==> config.mk <==
export PLATFORM = sky130hd
export DESIGN_NAME = writeback_arbiter
export DESIGN_NICKNAME = d
export VERILOG_FILES = /design/src/rtl/riscv_pkg.sv /design/src/rtl/wb_fifo.sv /design/src/rtl/writeback_arbiter.sv
export SDC_FILE = /design/constraint.sdc
export NUM_CORES = 1
export LEC_CHECK = 0
export BUFFER_PORTS_ARGS = -buffer_cell sky130_fd_sc_hd__buf_2
export CORE_AREA = 4 4 132 159
export CTS_CLUSTER_SIZE = 16
export DETAILED_ROUTE_END_ITERATION = 6
export DIE_AREA = 0 0 136 163
export GPL_TIMING_DRIVEN = 0
export HOLD_SLACK_MARGIN = 0.1
export PLACE_DENSITY = 0.68
export SETUP_SLACK_MARGIN = 0.05
export SYNTH_ARGS = -nofsm -noshare
export SYNTH_HDL_FRONTEND = slang
export SYNTH_SLANG_ARGS = --single-unit
==> constraint.sdc <==
create_clock -name clk -period 6.2 [get_ports clk]
set_input_delay 1.24 -clock clk [delete_from_list [all_inputs] [get_ports clk]]
set_output_delay 1.24 -clock clk [all_outputs]
set_load 0.02 [all_outputs]
==> src/rtl/riscv_pkg.sv <==
// Shared integer-datapath types and constants for the writeback path.
package riscv_pkg;

  localparam int unsigned XLEN   = 32;
  localparam int unsigned REG_AW = 5;

  localparam logic [REG_AW-1:0] REG_ZERO = 5'd0;

  typedef struct packed {
    logic [REG_AW-1:0] rd;
    logic [XLEN-1:0]   data;
  } wb_entry_t;

endpackage

==> src/rtl/wb_fifo.sv <==
// Synchronous FIFO of writeback entries; push ignored when full, pop ignored when empty.
module wb_fifo
  import riscv_pkg::*;
#(
  parameter int unsigned DEPTH = 4,
  localparam int unsigned AW = (DEPTH > 1) ? $clog2(DEPTH) : 1,
  localparam int unsigned CW = AW + 1
) (
  input  logic          clk,
  input  logic          n_rst,
  input  logic          push,
  input  wb_entry_t     din,
  input  logic          pop,
  output wb_entry_t     dout,
  output logic          full,
  output logic          empty,
  output logic [CW-1:0] count
);

  wb_entry_t         mem_q [DEPTH];
  logic [AW-1:0]     head_q, tail_q;
  logic [CW-1:0]     count_q, count_d;
  logic              do_push, do_pop;

  assign full    = (count_q == CW'(DEPTH));
  assign empty   = (count_q == '0);
  assign count   = count_q;
  assign dout    = mem_q[head_q];
  assign do_push = push && !full;
  assign do_pop  = pop && !empty;

  always_comb begin
    count_d = count_q;
    unique case ({do_push, do_pop})
      2'b10:   count_d = count_q + CW'(1);
      2'b01:   count_d = count_q - CW'(1);
      default: count_d = count_q;
    endcase
  end

  // Pointers wrap naturally because DEPTH is a power of two.
  always_ff @(posedge clk or negedge n_rst) begin
    if (!n_rst) begin
      head_q  <= '0;
      tail_q  <= '0;
      count_q <= '0;
    end else begin
      if (do_push) tail_q <= tail_q + AW'(1);
      if (do_pop)  head_q <= head_q + AW'(1);
      count_q <= count_d;
    end
  end

  always_ff @(posedge clk) begin
    if (do_push) mem_q[tail_q] <= din;
  end

endmodule

==> src/rtl/writeback_arbiter.sv <==
// Register-file write port owner: ALU/long-latency arbitration, result buffer, pending scoreboard.
module writeback_arbiter
  import riscv_pkg::*;
#(
  parameter int unsigned FIFO_DEPTH = 4
) (
  input  logic              clk,
  input  logic              n_rst,
  input  logic              alu_valid,
  input  logic [REG_AW-1:0] alu_rd,
  input  logic [XLEN-1:0]   alu_data,
  input  logic              ll_valid,
  output logic              ll_ready,
  input  logic [REG_AW-1:0] ll_rd,
  input  logic [XLEN-1:0]   ll_data,
  input  logic              issue_valid,
  input  logic [REG_AW-1:0] issue_rd,
  input  logic [REG_AW-1:0] q_rs1,
  input  logic [REG_AW-1:0] q_rs2,
  input  logic [REG_AW-1:0] q_rd,
  output logic              hazard,
  output logic              RegWr,
  output logic [REG_AW-1:0] write_reg,
  output logic [XLEN-1:0]   write_data
);

  localparam int unsigned NREG = 1 << REG_AW;
  localparam int unsigned CW   = $clog2(FIFO_DEPTH) + 1;

  wb_entry_t         fifo_din, fifo_head;
  logic              fifo_push, fifo_pop, fifo_full, fifo_empty;
  logic [CW-1:0]     fifo_count;
  logic              alu_win;

  logic              regwr_q, regwr_d;
  logic [REG_AW-1:0] write_reg_q, write_reg_d;
  logic [XLEN-1:0]   write_data_q, write_data_d;
  logic [NREG-1:0]   pend_q, pend_d;

  assign alu_win   = alu_valid && (alu_rd != REG_ZERO);
  assign fifo_pop  = !alu_win && !fifo_empty;
  assign ll_ready  = (fifo_count != CW'(FIFO_DEPTH));
  // x0 results complete the handshake but are never buffered.
  assign fifo_push = ll_valid && !fifo_full && (ll_rd != REG_ZERO);
  assign fifo_din  = '{rd: ll_rd, data: ll_data};

  wb_fifo #(
    .DEPTH (FIFO_DEPTH)
  ) u_fifo (
    .clk   (clk),
    .n_rst (n_rst),
    .push  (fifo_push),
    .din   (fifo_din),
    .pop   (fifo_pop),
    .dout  (fifo_head),
    .full  (fifo_full),
    .empty (fifo_empty),
    .count (fifo_count)
  );

  always_comb begin
    regwr_d      = 1'b0;
    write_reg_d  = write_reg_q;
    write_data_d = write_data_q;
    if (alu_win) begin
      regwr_d      = 1'b1;
      write_reg_d  = alu_rd;
      write_data_d = alu_data;
    end else if (fifo_pop) begin
      regwr_d      = 1'b1;
      write_reg_d  = fifo_head.rd;
      write_data_d = fifo_head.data;
    end
  end

  // Set is applied after clear so a same-cycle reissue keeps the register pending.
  always_comb begin
    pend_d = pend_q;
    if (fifo_pop) pend_d[fifo_head.rd] = 1'b0;
    if (issue_valid && (issue_rd != REG_ZERO)) pend_d[issue_rd] = 1'b1;
    pend_d[0] = 1'b0;
  end

  always_ff @(posedge clk or negedge n_rst) begin
    if (!n_rst) begin
      regwr_q      <= 1'b0;
      write_reg_q  <= '0;
      write_data_q <= '0;
      pend_q       <= '0;
    end else begin
      regwr_q      <= regwr_d;
      write_reg_q  <= write_reg_d;
      write_data_q <= write_data_d;
      pend_q       <= pend_d;
    end
  end

  assign hazard     = pend_q[q_rs1] | pend_q[q_rs2] | pend_q[q_rd];
  assign RegWr      = regwr_q;
  assign write_reg  = write_reg_q;
  assign write_data = write_data_q;

endmodule

==> flow_summary.toml <==
[status]
status = "complete, no violations"

[global_routing]
grt_pass1_vias = 6458
grt_most_used_layer = "met2"
grt_max_degree = 61
grt_util_met1_pct = 26.8
grt.total_usage_pct = 20.6
antenna_found_initial = 4
use_met2_pct = 34.9
grt_overflow = 0
grt_pass1_wl_um = 35100
met3_usage_pct = 4.36

[sta]
skew_ns = 0.0148
finalHoldViolations = 0
finalCritPeriodShare_pct = 70.5
rsz0062_at_grt = "false"
post-route-min-period_ns = 4.37
worst_pin_slew_ns = 0.902
tns_ns = 0
slew_viol_final = 0
clock.fmax_ghz = 0.229
setup_viol = 0
slew_headroom_pct = 39.5

[yosys]
async_reset_ff_share_pct = 33.9
synth.most_common_cell = "edfxtp_1"
synth_warnings = 0
synthFlopType = "edfxtp_1"
synth_cell_type_count = 44
synth.largest_area_cell = "edfxtp_1"
synthesis.area_sq_um = 9560
synth.avg_cell_area_sq_um = 15.0
ys_seq_area_share_pct = 66.4
syn-instance-count = 636
synth_seq_cells = 224
synth_common_cells = "edfxtp_1 (148), nand2_1 (81), dfrtp_1 (76)"
synthesis.nets = 741
synth_edf_count = 148
netlist_top_cells_area = "edfxtp_1 (47%), dfrtp_1 (20%), mux4_2 (13%)"
netlist.area_leader.share_pct = 46.5

[worst_setup_path]
crit_path_frequent_cell = "mux4_2"
crit_slowest_cell = "mux4_2"
critPathCaptureType = "primary output"
cp-startpoint = "q_rd[1]"
worstPathMaxFanout = 9
r2r-start = "u_fifo.count[0]$_DFFE_PN0P_"
cp.arrival_ns = 3.13
crit_path_cell_trace = "clkbuf_1 -> mux4_2 -> mux4_2 -> a21oi_1 -> nand4_1 -> buf_2"
timing_worst_setup_path_type = "in -> out"
start_kind = "primary input"
cp_slowest_stage_delay_ns = 0.57
cp.required_ns = 4.96

[flow_run]
drv_cap = 0

[cells_and_area]
regMostFlops = "u_fifo.mem_q"
drive_gt1_share_pct = 30.7
syn2layout_area_growth_pct = 20.0
diodes = 0
fin_nets = 898
largest_reg_flops = 148

[power]
peakVddDrop_v = 0.000305
p_comb_share_pct = 31.7
powerDensity_nw_per_um2 = 479
power_frac_seq_pct = 41.2
p_sw_w = 0.00175
swShare_pct = 32.0
clkPwrFrac_pct = 27.1
power_w = 0.00549
leakage_nw = 4.32
p_int_w = 0.00373

[cts]
tritoncts = "yes"
cts_setup_buffers = 0
htree_num_levels = 1
cts-resized-gates = 0
cts_max_path_buffers = 3
clockRootBuffer = "clkbuf_16"
ctsHoldBuffers = 0
clkSinkCount = 224
clock_latency_ns = 0.50
cts_buffers = 22
clk_pin_slew_ns = 0.06

[die]
num_io_pins = 139
dieHeight_um = 163
die_x_um = 136
design.core.area_sq_um = 19400
initial_utilization_pct = 49.2
placementRows = 56
die_area_sq_um = 22200

[route]
avgViaCountPerCell = 5.75
route.detailed.drc = 0
first_iter_violations = 317
drtAntennaViolNets = 0
wl_per_cell_um = 21.2
vias = 6150
drt-total-wl_um = 22700
drt-pass1-iter-count = 6

[placed_design]
place_congestion = 0.834
dp_hpwl_um = 15600
portBuffers = 128

[hold_path]
hold_path_class = "reg -> reg"
hold_start = "write_data[0]$_DFFE_PN0P_"
## through the flow
| stage | worst slack (ns) | cells | cell area [sq um] | hold WS [ns] | utilization [%] |
|---|---|---|---|---|---|
| 3_3_place_gp | 1.85 | 1025 | 10500 | 0.500 | 54.2 |
| 2_1_floorplan | 2.02 | 636 | 9560 | 0.479 | - |
| 5_1_grt | 1.67 | 1070 | 11500 | 0.553 | 59.1 |
| 4_1_cts | 1.81 | 1070 | 11500 | 0.537 | 59.1 |
| 3_5_place_dp | 1.81 | 1030 | 10600 | 0.529 | 54.8 |
| 6_report | 1.83 | 1070 | 11500 | 0.535 | 59.1 |
## power groups by stage
stage,Clock [W],Combinational [W],Sequential [W]
finish,0.00149,0.00174,0.00226
global route,0.00158,0.00189,0.00230
CTS,0.00152,0.00176,0.00226
detailed placement,0,0.00176,0.00228
global placement,0,0.00167,0.00226
floorplan,0,0.00109,0.00233
## path summary, 6_finish.rpt
path,to,slack [ns],cells past startpoint
max,hazard,1.83,6
min,write_data[0]$_DFFE_PN0P_,0.54,2
max reg2reg,u_fifo.count[2]$_DFFE_PN0P_,3.67,8
min reg2reg,write_data[0]$_DFFE_PN0P_,0.54,2
max in group asynchronous,write_data[1]$_DFFE_PN0P_,4.99,2
min in group asynchronous,pend_q[13]$_DFF_PN0_,0.62,1
## layout by cell type (no fill, tap or decap), types with 4 or more instances in the layout
| cell | n |
|---|---|
| edfxtp_1 | 148 |
| buf_2 | 136 |
| nand2_1 | 81 |
| dfrtp_1 | 76 |
| mux4_2 | 57 |
| o21ai_0 | 47 |
| nor2_1 | 42 |
| a31oi_1 | 33 |
| clkbuf_1 | 23 |
| clkbuf_16 | 23 |
| o21ai_1 | 18 |
| mux2i_1 | 12 |
| inv_1 | 10 |
| nand3_1 | 8 |
| buf_1 | 6 |
| nand3b_1 | 6 |
| a21oi_1 | 6 |
| bufinv_16 | 6 |
| nand2b_1 | 5 |
| ha_1 | 5 |
| or3_1 | 4 |
| and2_2 | 4 |
| mux2_2 | 4 |
| buf_12 | 4 |
## worst max-delay path, delay by kind of cell
family | cells | cell delay, ns
multiplexers | 2 | 1.06
buffers and inverters | 2 | 0.60
AO/OA/AOI/OAI | 1 | 0.16
AND/OR/NAND/NOR | 1 | 0.08
## cell families (layout without fill, tap and decap cells)
group | after synthesis | in the layout | synth area share (%)
flops | 224 | 224 | 66.4
simple gates | 164 | 164 | 7.71
compound gates | 119 | 119 | 7.29
mux | 73 | 73 | 15.2
buf+inv | 44 | 217 | 2.00
fa+ha+maj | 6 | 6 | 0.864
xor+xnor | 6 | 6 | 0.550
## metal layers
| layer | up-vias | wire length (um) |
|---|---|---|
| li1 | 2770 | - |
| met4 | 8 | 483 |
| met5 | - | 36 |
| met3 | 53 | 1500 |
| met1 | 3093 | 9030 |
| met2 | 226 | 11600 |
## final cells by class
type / instances / area, sq um
fill: 1510 / 7950
sequential: 224 / 6350
multi-input combinational: 368 / 3030
timing repair buffer: 133 / 751
clock buffer: 31 / 626
tap: 261 / 327
clock inverter: 9 / 195
buffer: 34 / 154
inverter: 10 / 37.5
Note: power is estimated with default switching activity, not from simulation.
